[config.mk]
export PLATFORM = sky130hd
export DESIGN_NAME = vdc_cpu_port
export DESIGN_NICKNAME = d
export VERILOG_FILES = /design/src/rtl/vdc_cpu_port.sv
export SDC_FILE = /design/constraint.sdc
export NUM_CORES = 1
export LEC_CHECK = 0
export CAP_MARGIN = 20
export CORE_MARGIN = 2
export CORE_UTILIZATION = 50
export DETAILED_ROUTE_END_ITERATION = 10
export PLACE_DENSITY = 0.76
export SETUP_SLACK_MARGIN = 0.1
export SLEW_MARGIN = 25
export SYNTH_ARGS = -nofsm -noshare
export SYNTH_HDL_FRONTEND = slang
export SYNTH_SLANG_ARGS = --single-unit
export TNS_END_PERCENT = 1
[constraint.sdc]
create_clock -name clock -period 6.2 [get_ports clock]
set_input_delay 0.93 -clock clock [delete_from_list [all_inputs] [get_ports clock]]
set_output_delay 0.93 -clock clock [all_outputs]
set_load 0.02 [all_outputs]
[src/rtl/vdc_cpu_port.sv]
// Purpose  : CPU-side bus port of the VDC: 4-address 8-bit port into a 16-bit register file,
//            VRAM read/write sequencing via req/ack, sticky event flags, BUSY_n and IRQ_n.
// Latency  : register writes land 1 cycle after the strobe; a VRAM access holds req until ack (min 2 cycles strobe->IDLE).
// Backpres.: only one VRAM access outstanding; data-port strobes (A=2/3) arriving while busy are dropped.
// Ports    : clock/reset_n; CPU pins CS_n/RD_n/WR_n/A/DI/DO/BUSY_n/IRQ_n; evt_set event pulses;
//            reg_q flattened register file (reg i at [16i+15:16i]); vram_* request/ack channel to the arbiter.
module vdc_cpu_port #(
    parameter int NUM_REGS = 20,
    parameter int NUM_EVT  = 6,
    parameter int VADDR_W  = 16
) (
    input  logic                     clock,
    input  logic                     reset_n,
    input  logic                     CS_n,
    input  logic                     RD_n,
    input  logic                     WR_n,
    input  logic [1:0]               A,
    input  logic [7:0]               DI,
    output logic [7:0]               DO,
    output logic                     BUSY_n,
    output logic                     IRQ_n,
    input  logic [NUM_EVT-1:0]       evt_set,
    output logic [16*NUM_REGS-1:0]   reg_q,
    output logic                     vram_req,
    output logic                     vram_we,
    output logic [VADDR_W-1:0]       vram_addr,
    output logic [15:0]              vram_wdata,
    input  logic                     vram_ack,
    input  logic [15:0]              vram_rdata
);

    typedef enum logic [1:0] {ST_IDLE, ST_WR, ST_RD} state_t;

    // Pointers live in 16-bit registers; only the low VADDR_W bits take part in wrap-around.
    localparam logic [15:0] PTR_MASK = (VADDR_W >= 16) ? 16'hFFFF : 16'((64'd1 << VADDR_W) - 64'd1);

    state_t               state_q, state_d;
    logic                 rd_n_prev_q, rd_n_prev_d;
    logic                 wr_n_prev_q, wr_n_prev_d;
    logic [4:0]           ar_q, ar_d;
    logic [15:0]          regs_q [NUM_REGS];
    logic [15:0]          regs_d [NUM_REGS];
    logic [15:0]          vrr_q, vrr_d;
    logic [NUM_EVT-1:0]   flags_q, flags_d;
    logic [VADDR_W-1:0]   addr_q, addr_d;
    logic [15:0]          wdata_q, wdata_d;

    logic                 rd_stb, wr_stb, idle, ar_valid;
    logic                 start_wr, start_rd;
    logic [15:0]          inc;
    logic [15:0]          marr_inc;
    logic [15:0]          rd_word;
    logic [15:0]          regs_ext [32];

    function automatic logic [15:0] ptr_add(input logic [15:0] p, input logic [15:0] step);
        logic [15:0] sum;
        sum = p + step;
        return (p & ~PTR_MASK) | (sum & PTR_MASK);
    endfunction

    // Zero-padded view so fixed indices (CR at 5) and AR-indexed reads are safe for any NUM_REGS.
    for (genvar g = 0; g < 32; g++) begin : g_ext
        if (g < NUM_REGS) begin : g_live
            assign regs_ext[g] = regs_q[g];
        end else begin : g_pad
            assign regs_ext[g] = 16'h0000;
        end
    end

    for (genvar g = 0; g < NUM_REGS; g++) begin : g_flat
        assign reg_q[16*g +: 16] = regs_q[g];
    end

    // One pulse per falling edge; the history flops make a held-low strobe fire only once.
    assign rd_stb   = ~CS_n & ~RD_n & rd_n_prev_q;
    assign wr_stb   = ~CS_n & ~WR_n & wr_n_prev_q;
    assign idle     = (state_q == ST_IDLE);
    assign ar_valid = (32'(ar_q) < NUM_REGS);

    always_comb begin
        inc = 16'd1;
        case (regs_ext[5][12:11])
            2'b00:   inc = 16'd1;
            2'b01:   inc = 16'd32;
            2'b10:   inc = 16'd64;
            default: inc = 16'd128;
        endcase
    end

    assign marr_inc = ptr_add(regs_ext[1], inc);

    // Datapath: register file, pointers, read-back latch, flags and access launch.
    always_comb begin
        rd_n_prev_d = RD_n;
        wr_n_prev_d = WR_n;
        ar_d        = ar_q;
        regs_d      = regs_q;
        vrr_d       = vrr_q;
        addr_d      = addr_q;
        wdata_d     = wdata_q;
        start_wr    = 1'b0;
        start_rd    = 1'b0;

        // AR stays writable during an access so the CPU can prepare the next one.
        if (wr_stb && A == 2'd0) begin
            ar_d = DI[4:0];
        end

        if (wr_stb && idle && ar_valid && A == 2'd2) begin
            for (int i = 0; i < NUM_REGS; i++) begin
                if (32'(ar_q) == i) regs_d[i][7:0] = DI;
            end
        end

        if (wr_stb && idle && ar_valid && A == 2'd3) begin
            for (int i = 0; i < NUM_REGS; i++) begin
                if (32'(ar_q) == i) regs_d[i][15:8] = DI;
            end
            if (ar_q == 5'd2) begin
                start_wr = 1'b1;
                addr_d   = VADDR_W'(regs_ext[0]);
                wdata_d  = {DI, regs_ext[2][7:0]};
            end else if (ar_q == 5'd1) begin
                start_rd = 1'b1;
                addr_d   = VADDR_W'({DI, regs_ext[1][7:0]});
            end
        end

        // Reading the VRR high byte prefetches the next word.
        if (rd_stb && idle && A == 2'd3 && ar_q == 5'd2) begin
            regs_d[1] = marr_inc;
            start_rd  = 1'b1;
            addr_d    = VADDR_W'(marr_inc);
        end

        if (vram_ack && state_q == ST_WR) begin
            regs_d[0] = ptr_add(regs_ext[0], inc);
        end
        if (vram_ack && state_q == ST_RD) begin
            vrr_d = vram_rdata;
        end

        // A set in the same cycle as the status-read clear wins.
        flags_d = ((rd_stb && A == 2'd0) ? '0 : flags_q) | evt_set;
    end

    always_comb begin
        state_d = state_q;
        case (state_q)
            ST_IDLE: begin
                if (start_wr)      state_d = ST_WR;
                else if (start_rd) state_d = ST_RD;
            end
            ST_WR, ST_RD: begin
                if (vram_ack) state_d = ST_IDLE;
            end
            default: state_d = ST_IDLE;
        endcase
    end

    always_comb begin
        vram_req = (state_q != ST_IDLE);
        vram_we  = (state_q == ST_WR);
        BUSY_n   = (state_q == ST_IDLE);
    end

    assign vram_addr  = addr_q;
    assign vram_wdata = wdata_q;
    assign IRQ_n      = ~|(flags_q & regs_ext[5][NUM_EVT-1:0]);

    // AR=2 reads return the VRAM read latch rather than VWR.
    always_comb begin
        rd_word = 16'h0000;
        if (ar_q == 5'd2)  rd_word = vrr_q;
        else if (ar_valid) rd_word = regs_ext[ar_q];
    end

    always_comb begin
        logic [7:0] status;
        status                = 8'h00;
        status[6]             = ~BUSY_n;
        status[NUM_EVT-1:0]   = flags_q;
        DO = 8'h00;
        if (~CS_n && ~RD_n) begin
            case (A)
                2'd0:    DO = status;
                2'd2:    DO = rd_word[7:0];
                2'd3:    DO = rd_word[15:8];
                default: DO = 8'h00;
            endcase
        end
    end

    always_ff @(posedge clock or negedge reset_n) begin
        if (!reset_n) begin
            state_q     <= ST_IDLE;
            rd_n_prev_q <= 1'b1;
            wr_n_prev_q <= 1'b1;
            ar_q        <= '0;
            vrr_q       <= '0;
            flags_q     <= '0;
            addr_q      <= '0;
            wdata_q     <= '0;
            for (int i = 0; i < NUM_REGS; i++) regs_q[i] <= '0;
        end else begin
            state_q     <= state_d;
            rd_n_prev_q <= rd_n_prev_d;
            wr_n_prev_q <= wr_n_prev_d;
            ar_q        <= ar_d;
            vrr_q       <= vrr_d;
            flags_q     <= flags_d;
            addr_q      <= addr_d;
            wdata_q     <= wdata_d;
            regs_q      <= regs_d;
        end
    end

endmodule

==> impl_metrics.ini <==
[routing]
drcViolationCount = 0
vias_per_cell = 6.262
drt_wl_total_mm = 67.06
vias = 14630
routedWlPerCell_um = 28.69
drt_first_pass_iters = 5
drtIter0Drc = 1191
antenna_left = 0

[floorplan]
rows = 71
core_sq_mm = 0.03758
die_h_um = 198.9
initial_core_util = 0.5054
fp.dieArea_sq_mm = 0.03956
io_pins = 402
fp.dieW_um = 198.9

[clock_network]
post_cts.repair.setup_buffers = 0
cts-root-buf = clkbuf_16
path_clk_slew_ps = 60
cts_made_buffers = 41
cts-resized-gates = 0
cts_hold_buffers = 0
htreeDepth = 2
clock_sinks = 375
cts_tree = done
clockBufferDepth = 3
clock_latency_ps = 570

[timing]
fin_crit_ps = 5080
final-max-slew-violation-count = 0
setup_viol = 0
max_freq_mhz = 196.8
final.setup.tns_ps = 0
fin_worst_skew_ps = 16.07
slew_headroom = 0.2736
rsz0062_at_grt = no
hold_violations = 0
worstMarginPinSlew_ps = 1090
min_period_over_period = 0.8194

[hold_path]
hold-path-endpoint = vram_addr[2]
whs_path_depth = 1
min-delay-start = vram_addr[2]
hp-class = flop to flop

[finish]
drive_above_1_share = 0.2915
fin_cells = 2337
layout_common_cells = clkdlybuf4s50_1 (399), dfrtp_1 (370), mux2_2 (319), nand2_1 (85), mux4_2 (74)
fin_nets = 1849
area.growth.synth_to_final_pct = 29.64
final_common_cell = clkdlybuf4s50_1

[worst_setup_path]
rr_endpoint = vram_addr[8]
crit_path_start = ar_q[0]
cp_max_fo = 40
rr_startpoint = ar_q[1]
endpoint_kind = primary output
reg2reg_slack_ps = 2890
crit_type = flop to primary output
required_ps = 5270
rr_worst_depth = 6
cp_data_arrival_time_ps = 4150
critPathLaunchType = flop

[grt]
grt_util_met1 = 0.4718
grt.overflow.total = 0
grt_max_degree = 134
grtUsageMet2 = 0.5269
antenna_found_initial = 0
grtUsageTotal = 0.3421
use_met3 = 0.08460
grt_pass1_wl_mm = 98.58
grt-busiest-layer = met2
first_global_vias = 14620

[yosys]
ys_top_cells_by_area = dfrtp_1 (49%), mux2_2 (19%), mux4_2 (8.8%)
synth.top_cell.area_share = 0.4914
synth_compound_area_frac = 0.07938
synth_top_area_cell = dfrtp_1
synth.area.mux_share = 0.2999
synth.distinct_cells = 87
synth_top_family_by_area = multiplexers
ys.flop_type = dfrtp_1
ys_warn_count = 0
syn-instance-count = 1438
ys_ff_latch = 375
synth_fa_ha_area_frac = 0.008564
synth-simple-area-share = 0.08314
synthArstFlopShare = 1.000
avgSynthCellArea_sq_um = 13.21
synth_edf_count = 0
ys_seq_area_frac = 0.4942
synth_nets = 1489
syn_area_sq_mm = 0.01899
synth_xor_area_frac = 0.003689

[power_and_ir_drop]
powerDensity_mw_per_mm2 = 310.5
max-vdd-ir-drop_mv = 0.2009
p_leak_uw = 0.01095

[placement]
io_buffers = 401
dp_hpwl_mm = 46.70
place.gp.congestion = 0.9219
placedCellCount = 2266

[run]
maxCapViolations = 0

[outcome]
status = finished clean
sequential cells by signal, indices dropped and copies added (netlist names):
| register | count |
|---|---|
| ar_q | 5 |
| vram_addr | 16 |
| vrr_q | 16 |
| vram_wdata | 8 |
| reg_q | 320 |
| rd_n_prev_q | 1 |
| wr_n_prev_q | 1 |
| state_q | 2 |
| flags_q | 6 |
how the worst max path moves through the flow:
| stage | depth (start not counted) | end |
|---|---|---|
| after floorplan | 4 | DO[0] |
| after global placement | 7 | DO[4] |
| after detailed placement | 7 | DO[4] |
| after CTS | 7 | DO[4] |
| after global routing | 6 | DO[2] |
| final | 7 | DO[4] |
power breakdown:
part / switching, uW / internal, uW
Clock: 1010 / 1430
Sequential: 447 / 2710
Combinational: 1100 / 952
area by class of cell:
type	count	area [sq um]
Multi-Input combinational cell	942	9019
Sequential cell	375	9395
Inverter	15	56.30
Antenna cell	1	2.502
Fill cell	2841	12950
Clock inverter	10	111.4
Timing Repair Buffer	423	4192
Clock buffer	60	1207
Tap cell	511	639.4
through the flow:
step | hold slack, ps | instance area (sq um) | utilization | power (uW) | worst slack [ps]
4_1_cts | 482.0 | 24620 | 0.6552 | 7659 | 1095
2_1_floorplan | 463.9 | 18990 | - | 4258 | 2941
6_report | 475.6 | 24620 | 0.6552 | 7646 | 1120
5_1_grt | 498.0 | 24620 | 0.6552 | 7929 | 924.2
3_5_place_dp | 469.8 | 23300 | 0.6201 | 5216 | 1270
3_3_place_gp | 468.5 | 23300 | 0.6201 | 5181 | 1334
layer usage:
metal,part of all wire,routed length [um],vias to the layer above
met3,0.097,6505,123
met4,0.036,2393,0
li1,-,-,6131
met2,0.46,30840,756
met5,0,0,-
met1,0.41,27320,7624
Yosys cell counts (7+ instances only):
master	number
nand4_1	9
nor2_1	47
and3_1	8
a21o_1	14
clkbuf_1	54
dfrtp_1	373
a22o_1	8
o31ai_1	9
nand2b_1	7
a21oi_1	38
buf_4	15
and2_1	9
nor3_1	11
a311oi_1	8
nor2b_1	13
a31oi_1	10
mux2i_1	37
o21a_1	8
ha_1	13
a221oi_1	7
o22ai_1	8
mux2_2	319
nand3_1	28
nor2_2	7
o21ai_0	29
nand2_1	85
inv_1	14
a211oi_1	11
buf_2	27
mux4_2	74
worst max-delay path, cell delays in order (launching register included):
cell	delay, ps
dfrtp_4	970
buf_4	410
mux4_2	600
mux2_2	280
a211oi_1	260
nor4b_1	90
or3_1	350
clkdlybuf4s50_1	600
cell families after synthesis:
| family | after synthesis |
|---|---|
| AO/OA/AOI/OAI | 207 |
| AND/OR/NAND/NOR | 278 |
| buffers and inverters | 121 |
| XOR/XNOR | 8 |
| multiplexers | 436 |
| flip-flops | 375 |
| adder cells (fa/ha/maj) | 13 |
Power figures use the tool's default switching activity.
